### src/rtl/dff_share_arb.sv
// -----------------------------------------------------------------------------
// dff_share_arb
//   Round-robin arbiter that shares one data register among NREQ requesters.
//   A winner is picked in IDLE, its word is loaded into q in LOAD (with a
//   one-cycle ack/q_valid pulse), and ownership is then held for HOLD_CYC
//   cycles before the pointer moves past the winner and arbitration resumes.
//
// Optional feature macro: SHARE_REG_PARITY_EN
//   When defined, adds input din_par and outputs q_par and par_err.
//   A word whose parity bit disagrees with ^din is rejected.
//
// Parameters
//   W        data word / register width
//   NREQ     number of requesters (2..8)
//   HOLD_CYC cycles ownership is held after the load (>= 1)
//
// Ports
//   clk      rising-edge clock
//   rst      synchronous reset, active-high
//   req      per-requester request level, held until ack
//   din      packed data words, requester i at [i*W +: W]
//   gnt      one-hot grant, all zero when idle
//   ack      one-hot single-cycle pulse: word captured into q
//   q        shared register contents
//   q_valid  single-cycle pulse coincident with ack
//   owner    index of the last captured requester
//   din_par  (SHARE_REG_PARITY_EN) per-requester parity of din
//   q_par    (SHARE_REG_PARITY_EN) registered ^q
//   par_err  (SHARE_REG_PARITY_EN) single-cycle pulse on a rejected word
// -----------------------------------------------------------------------------
module dff_share_arb #(
  parameter int W        = 8,
  parameter int NREQ     = 4,
  parameter int HOLD_CYC = 2,
  localparam int IW      = (NREQ > 1) ? $clog2(NREQ) : 1,
  localparam int CW      = (HOLD_CYC > 1) ? $clog2(HOLD_CYC) : 1
) (
  input  logic              clk,
  input  logic              rst,
  input  logic [NREQ-1:0]   req,
  input  logic [NREQ*W-1:0] din,
`ifdef SHARE_REG_PARITY_EN
  input  logic [NREQ-1:0]   din_par,
  output logic              q_par,
  output logic              par_err,
`endif
  output logic [NREQ-1:0]   gnt,
  output logic [NREQ-1:0]   ack,
  output logic [W-1:0]      q,
  output logic              q_valid,
  output logic [IW-1:0]     owner
);

  typedef enum logic [1:0] {
    S_IDLE = 2'd0,
    S_LOAD = 2'd1,
    S_HOLD = 2'd2
  } state_t;

  localparam logic [NREQ-1:0] ONE = NREQ'(1);

  state_t        state;
  logic [IW-1:0] ptr;      // first index searched on the next arbitration
  logic [IW-1:0] winner;   // requester currently granted
  logic [CW-1:0] cnt;      // remaining HOLD cycles minus one

  logic          rr_found;
  logic [IW-1:0] rr_idx;
  logic [W-1:0]  win_data;
  logic          par_ok;

  // Index after i, wrapping NREQ-1 -> 0.
  function automatic logic [IW-1:0] next_idx(input logic [IW-1:0] i);
    if (int'(i) == NREQ - 1) return '0;
    return i + 1'b1;
  endfunction

  // Round-robin search starting at ptr.
  // NOTE: every signal driven here gets a default first so no path leaves
  // it unassigned, which would otherwise infer a latch.
  always_comb begin
    logic [IW:0]   sum;
    logic [IW-1:0] j;
    rr_found = 1'b0;
    rr_idx   = '0;
    sum      = '0;
    j        = '0;
    for (int k = 0; k < NREQ; k++) begin
      sum = {1'b0, ptr} + (IW+1)'(k);
      if (sum >= (IW+1)'(NREQ)) sum = sum - (IW+1)'(NREQ);
      j = sum[IW-1:0];
      if (!rr_found && req[j]) begin
        rr_found = 1'b1;
        rr_idx   = j;
      end
    end
  end

  assign win_data = din[int'(winner)*W +: W];

`ifdef SHARE_REG_PARITY_EN
  assign par_ok = (din_par[winner] == ^win_data);
`else
  assign par_ok = 1'b1;
`endif

  // NOTE: all state uses non-blocking assignments so every register samples
  // the pre-edge values, independent of statement order.
  always_ff @(posedge clk) begin
    if (rst) begin
      state   <= S_IDLE;
      ptr     <= '0;
      winner  <= '0;
      cnt     <= '0;
      gnt     <= '0;
      ack     <= '0;
      q       <= '0;
      q_valid <= 1'b0;
      owner   <= '0;
`ifdef SHARE_REG_PARITY_EN
      q_par   <= 1'b0;
      par_err <= 1'b0;
`endif
    end else begin
      // Pulses last exactly one cycle unless re-asserted below.
      ack     <= '0;
      q_valid <= 1'b0;
`ifdef SHARE_REG_PARITY_EN
      par_err <= 1'b0;
`endif
      case (state)
        S_IDLE: begin
          if (rr_found) begin
            winner <= rr_idx;
            gnt    <= ONE << rr_idx;
            state  <= S_LOAD;
          end
        end

        S_LOAD: begin
          if (req[winner] && par_ok) begin
            q       <= win_data;
            owner   <= winner;
            ack     <= ONE << winner;
            q_valid <= 1'b1;
            cnt     <= CW'(HOLD_CYC - 1);
            state   <= S_HOLD;
`ifdef SHARE_REG_PARITY_EN
            q_par   <= ^win_data;
`endif
          end else begin
            // Withdrawn request or bad parity: drop the grant, no capture,
            // and move priority past this requester.
            gnt   <= '0;
            ptr   <= next_idx(winner);
            state <= S_IDLE;
`ifdef SHARE_REG_PARITY_EN
            par_err <= req[winner] && !par_ok;
`endif
          end
        end

        S_HOLD: begin
          if (cnt == '0) begin
            gnt   <= '0;
            ptr   <= next_idx(winner);
            state <= S_IDLE;
          end else begin
            cnt <= cnt - 1'b1;
          end
        end

        default: begin
          gnt   <= '0;
          state <= S_IDLE;
        end
      endcase
    end
  end

endmodule

### config.mk
export PLATFORM = sky130hd
export DESIGN_NAME = dff_share_arb
export DESIGN_NICKNAME = d
export VERILOG_FILES = /design/src/rtl/dff_share_arb.sv
export SDC_FILE = /design/constraint.sdc
export NUM_CORES = 1
export LEC_CHECK = 0
export BUFFER_PORTS_ARGS = -buffer_cell sky130_fd_sc_hd__buf_4
export CELL_PAD_IN_SITES_DETAIL_PLACEMENT = 0
export CELL_PAD_IN_SITES_GLOBAL_PLACEMENT = 1
export CORE_ASPECT_RATIO = 1.2
export CORE_MARGIN = 1
export CORE_UTILIZATION = 37
export CTS_CLUSTER_SIZE = 28
export DETAILED_ROUTE_END_ITERATION = 10
export PLACE_DENSITY_LB_ADDON = 0.1
export SETUP_SLACK_MARGIN = 0.02
export SYNTH_ARGS = -nofsm -noshare
export SYNTH_HDL_FRONTEND = slang
export SYNTH_SLANG_ARGS = --single-unit
### constraint.sdc
create_clock -name clk -period 4.59 [get_ports clk]
set_input_delay 0.918 -clock clk [delete_from_list [all_inputs] [get_ports clk]]
set_output_delay 0.918 -clock clk [all_outputs]
set_load 0.01 [all_outputs]
==> results.yml <==
grt:
  grt_overflow_total: 0
  antenna_found_initial: 0
  grt_max_degree: 24
  grt_pass1_vias: 1060
  grt_pass1_wl_mm: 4.87
  grt_usage_pct: 17.0
setup_path:
  cp_cell_sequence: "mux2i_1, o22ai_2, mux2i_1, nor2_1"
  endpoint_kind: "flop"
  cp-start-kind: "flop"
  cp_top_family: "flip-flops"
  rr_startpoint: "winner[0]$_SDFFE_PP0P_"
  ff2ff_setup_slack_ns: 2.22
  required_ns: 4.75
  max_stage_delay_ns: 0.94
  crit_path_frequent_cell: "mux2i_1"
  crit_buf_inv: 0
  r2r-end: "q[7]$_SDFFE_PP0P_"
  worst-r2r-cell-count: 4
  path_max_fanout: 18
  cp.arrival_ns: 2.53
  crit_path_top_delay_cell: "dfxtp_1"
  path_class: "reg2reg"
floorplanning:
  die_y_um: 66.7
  start_util_pct: 38.7
  die_w_um: 55.9
  io_pins: 57
  core-area_um2: 3340
  fp-row-count: 23
  die-area_um2: 3730
layout:
  syn2layout_area_growth_pct: 38.3
  finalNonFillerCells: 210
  fillCellCount: 322
  n_antenna_cell: 0
  nets: 213
  drive_gt1_share_pct: 42.8
sta:
  hold_violations: 0
  finalSetupViolCount: 0
  period_share_pct: 51.6
  worstMarginPinSlew_ns: 0.931
  slew_headroom_pct: 37.8
  fin_crit_ns: 2.37
  grt_setup_unrepaired: "no"
  maxSlewViolCount: 0
  skew_ns: 0.00244
  tns_ns: 0
  max_freq_ghz: 0.423
min_path:
  hp-class: "reg2reg"
  holdPathStages: 1
  worstHoldStart: "gnt[1]$_SDFFE_PP0P_"
  hold_end: "gnt[1]$_SDFFE_PP0P_"
place:
  gp_congestion: 0.697
  port_buffers: 56
  place_inst: 206
  hpwl_mm: 2.36
clock_tree:
  cts_hold_buf: 0
  post-cts-setup-buffers: 0
  htreeDepth: 1
  numCtsBuffers: 3
  worst_skew_pair.late_latency_ns: 0.26
  cts_tree: "yes"
  clk_transition_reported_paths_ns: 0.09
  cts_sinks: 26
  root_buffer: "clkbuf_8"
  cts.repair.resized: 0
  clock_path_buffers: 2
yosys:
  syn_nets: 159
  ys_seq_area_share_pct: 40.3
  syn_area_um2: 1290
  ys_warn_count: 0
  synth_cells: 120
  postSynthAreaPerCell_um2: 10.8
  ys_types: 36
  synth_seq_cells: 26
pwr:
  power_density_nw_per_um2: 321
  peakVddDrop_mv: 0.277
  p_leak_nw: 0.751
flow_run:
  cap_violations: 0
drt:
  wl_per_cell_um: 14.9
  dr.pass1.iters: 4
  drc_errors: 0
  viasPerCell: 5.37
  drtIter0Drc: 28
  drt-total-wl_mm: 3.12
  detail-route-antenna-nets: 0
  vias: 1127
status:
  outcome: "finished clean"
-- metrics by stage --
stage               hold WS (ns)  util [%]  setup slack [ns]  area, µm²  total power [mW]
detailed placement         0.466      51.3              2.16       1710             0.394
floorplan                  0.480         -              2.57       1290             0.341
finish                     0.487      53.5              2.22       1790             0.573
global placement           0.458      51.3              2.21       1710             0.389
global route               0.511      53.5              1.95       1790             0.602
CTS                        0.492      53.5              2.16       1790             0.581
-- routing by layer --
| metal | part of all wire, % | GRT usage [%] |
|---|---|---|
| met1 | 40 | 17.1 |
| met2 | 54 | 34.6 |
| met3 | 5.8 | 3.69 |
| met4 | 0.77 | 5.49 |
| met5 | 0 | 0 |
-- worst max path at each step --
stage,start,endpoint,slack [ns],cells after the start
after global placement,winner[0]$_SDFFE_PP0P_,q[6]$_SDFFE_PP0P_,2.21,4
after detailed placement,winner[0]$_SDFFE_PP0P_,q[7]$_SDFFE_PP0P_,2.16,4
final,winner[0]$_SDFFE_PP0P_,q[7]$_SDFFE_PP0P_,2.22,4
after floorplan,req[0],gnt[0]$_SDFFE_PP0P_,2.57,4
after CTS,winner[0]$_SDFFE_PP0P_,q[7]$_SDFFE_PP0P_,2.16,4
after global routing,winner[0]$_SDFFE_PP0P_,owner[0]$_SDFFE_PP0P_,1.95,4
-- synthesized netlist by cell type, drive strengths merged --
| library cell | instances | area share [%] |
|---|---|---|
| o31a | 1 | 0.68 |
| a221o | 1 | 0.78 |
| and4b | 1 | 0.78 |
| nor2b | 4 | 1.9 |
| o21ai | 1 | 0.39 |
| o21bai | 1 | 0.58 |
| buf | 4 | 2.5 |
| nor4b | 2 | 1.4 |
| o22ai | 1 | 0.97 |
| nor3b | 2 | 1.2 |
| nor4bb | 1 | 0.78 |
| a21oi | 5 | 2.2 |
| mux2i | 13 | 10 |
| and3b | 1 | 0.68 |
| nand2b | 3 | 1.5 |
| nand3b | 2 | 1.2 |
| mux4 | 8 | 14 |
| o31ai | 1 | 0.58 |
| dfxtp | 26 | 40 |
| nor2 | 20 | 5.8 |
| or2 | 1 | 0.48 |
| a2111oi | 1 | 0.68 |
| nand2 | 4 | 1.2 |
| inv | 1 | 0.29 |
| and3 | 1 | 0.48 |
| nor3 | 1 | 0.39 |
| or3b | 1 | 0.68 |
| o221a | 1 | 0.87 |
| a32o | 4 | 3.3 |
| nor4 | 2 | 0.97 |
| clkbuf | 3 | 0.87 |
| ha | 1 | 0.97 |
| o311ai | 1 | 0.68 |
-- worst reg2reg max path, stage by stage, from the launching register on --
cell,delay [ns]
dfxtp_1,0.94
mux2i_1,0.30
o22ai_2,0.69
mux2i_1,0.27
nor2_1,0.05
-- layout by cell type (no fill, tap or decap), types with 2 or more instances in the layout --
cell type and instances:
mux2i_1 13, buf_4 56, dfxtp_1 26, nand2b_1 3, a32o_2 2, nor2_1 20
clkbuf_8 3, nand2_1 4, nor2b_1 4, a21oi_1 4, nor3b_1 2, nor4b_1 2
a32o_1 2, nor4_1 2, nand3b_1 2, mux4_2 8
-- layout make-up --
cell class	instances	area, µm²	area share, %
tap	37	46.3	2.59
timing repair buffer	56	420	23.5
clock inverter	1	30.0	1.68
sequential	26	520	29.2
clock buffer	3	41.3	2.31
multi-input combinational	86	723	40.5
inverter	1	3.75	0.210
-- cell families (layout without fill, tap and decap cells) --
group           after synthesis  count (layout)  synth area share [%]
flops                        26              26                  40.3
simple gates                 46              46                  19.3
mux                          21              21                  24.0
compound gates               18              18                  11.7
buf+inv                       8              61                  3.68
fa+ha+maj                     1               1                 0.969
-- power breakdown --
part | switching [mW] | internal (mW)
clock | 0.0696 | 0.117
sequential | 0.0207 | 0.241
combinational | 0.0503 | 0.0750
total | 0.141 | 0.432
-- sequential cells by signal, summed over array words and instances, names as in the netlist --
name	count
state	2
q_valid	1
ack	4
q	8
winner	2
owner	2
ptr	2
cnt	1
gnt	4
No activity file was read; power rests on OpenSTA's default activity.
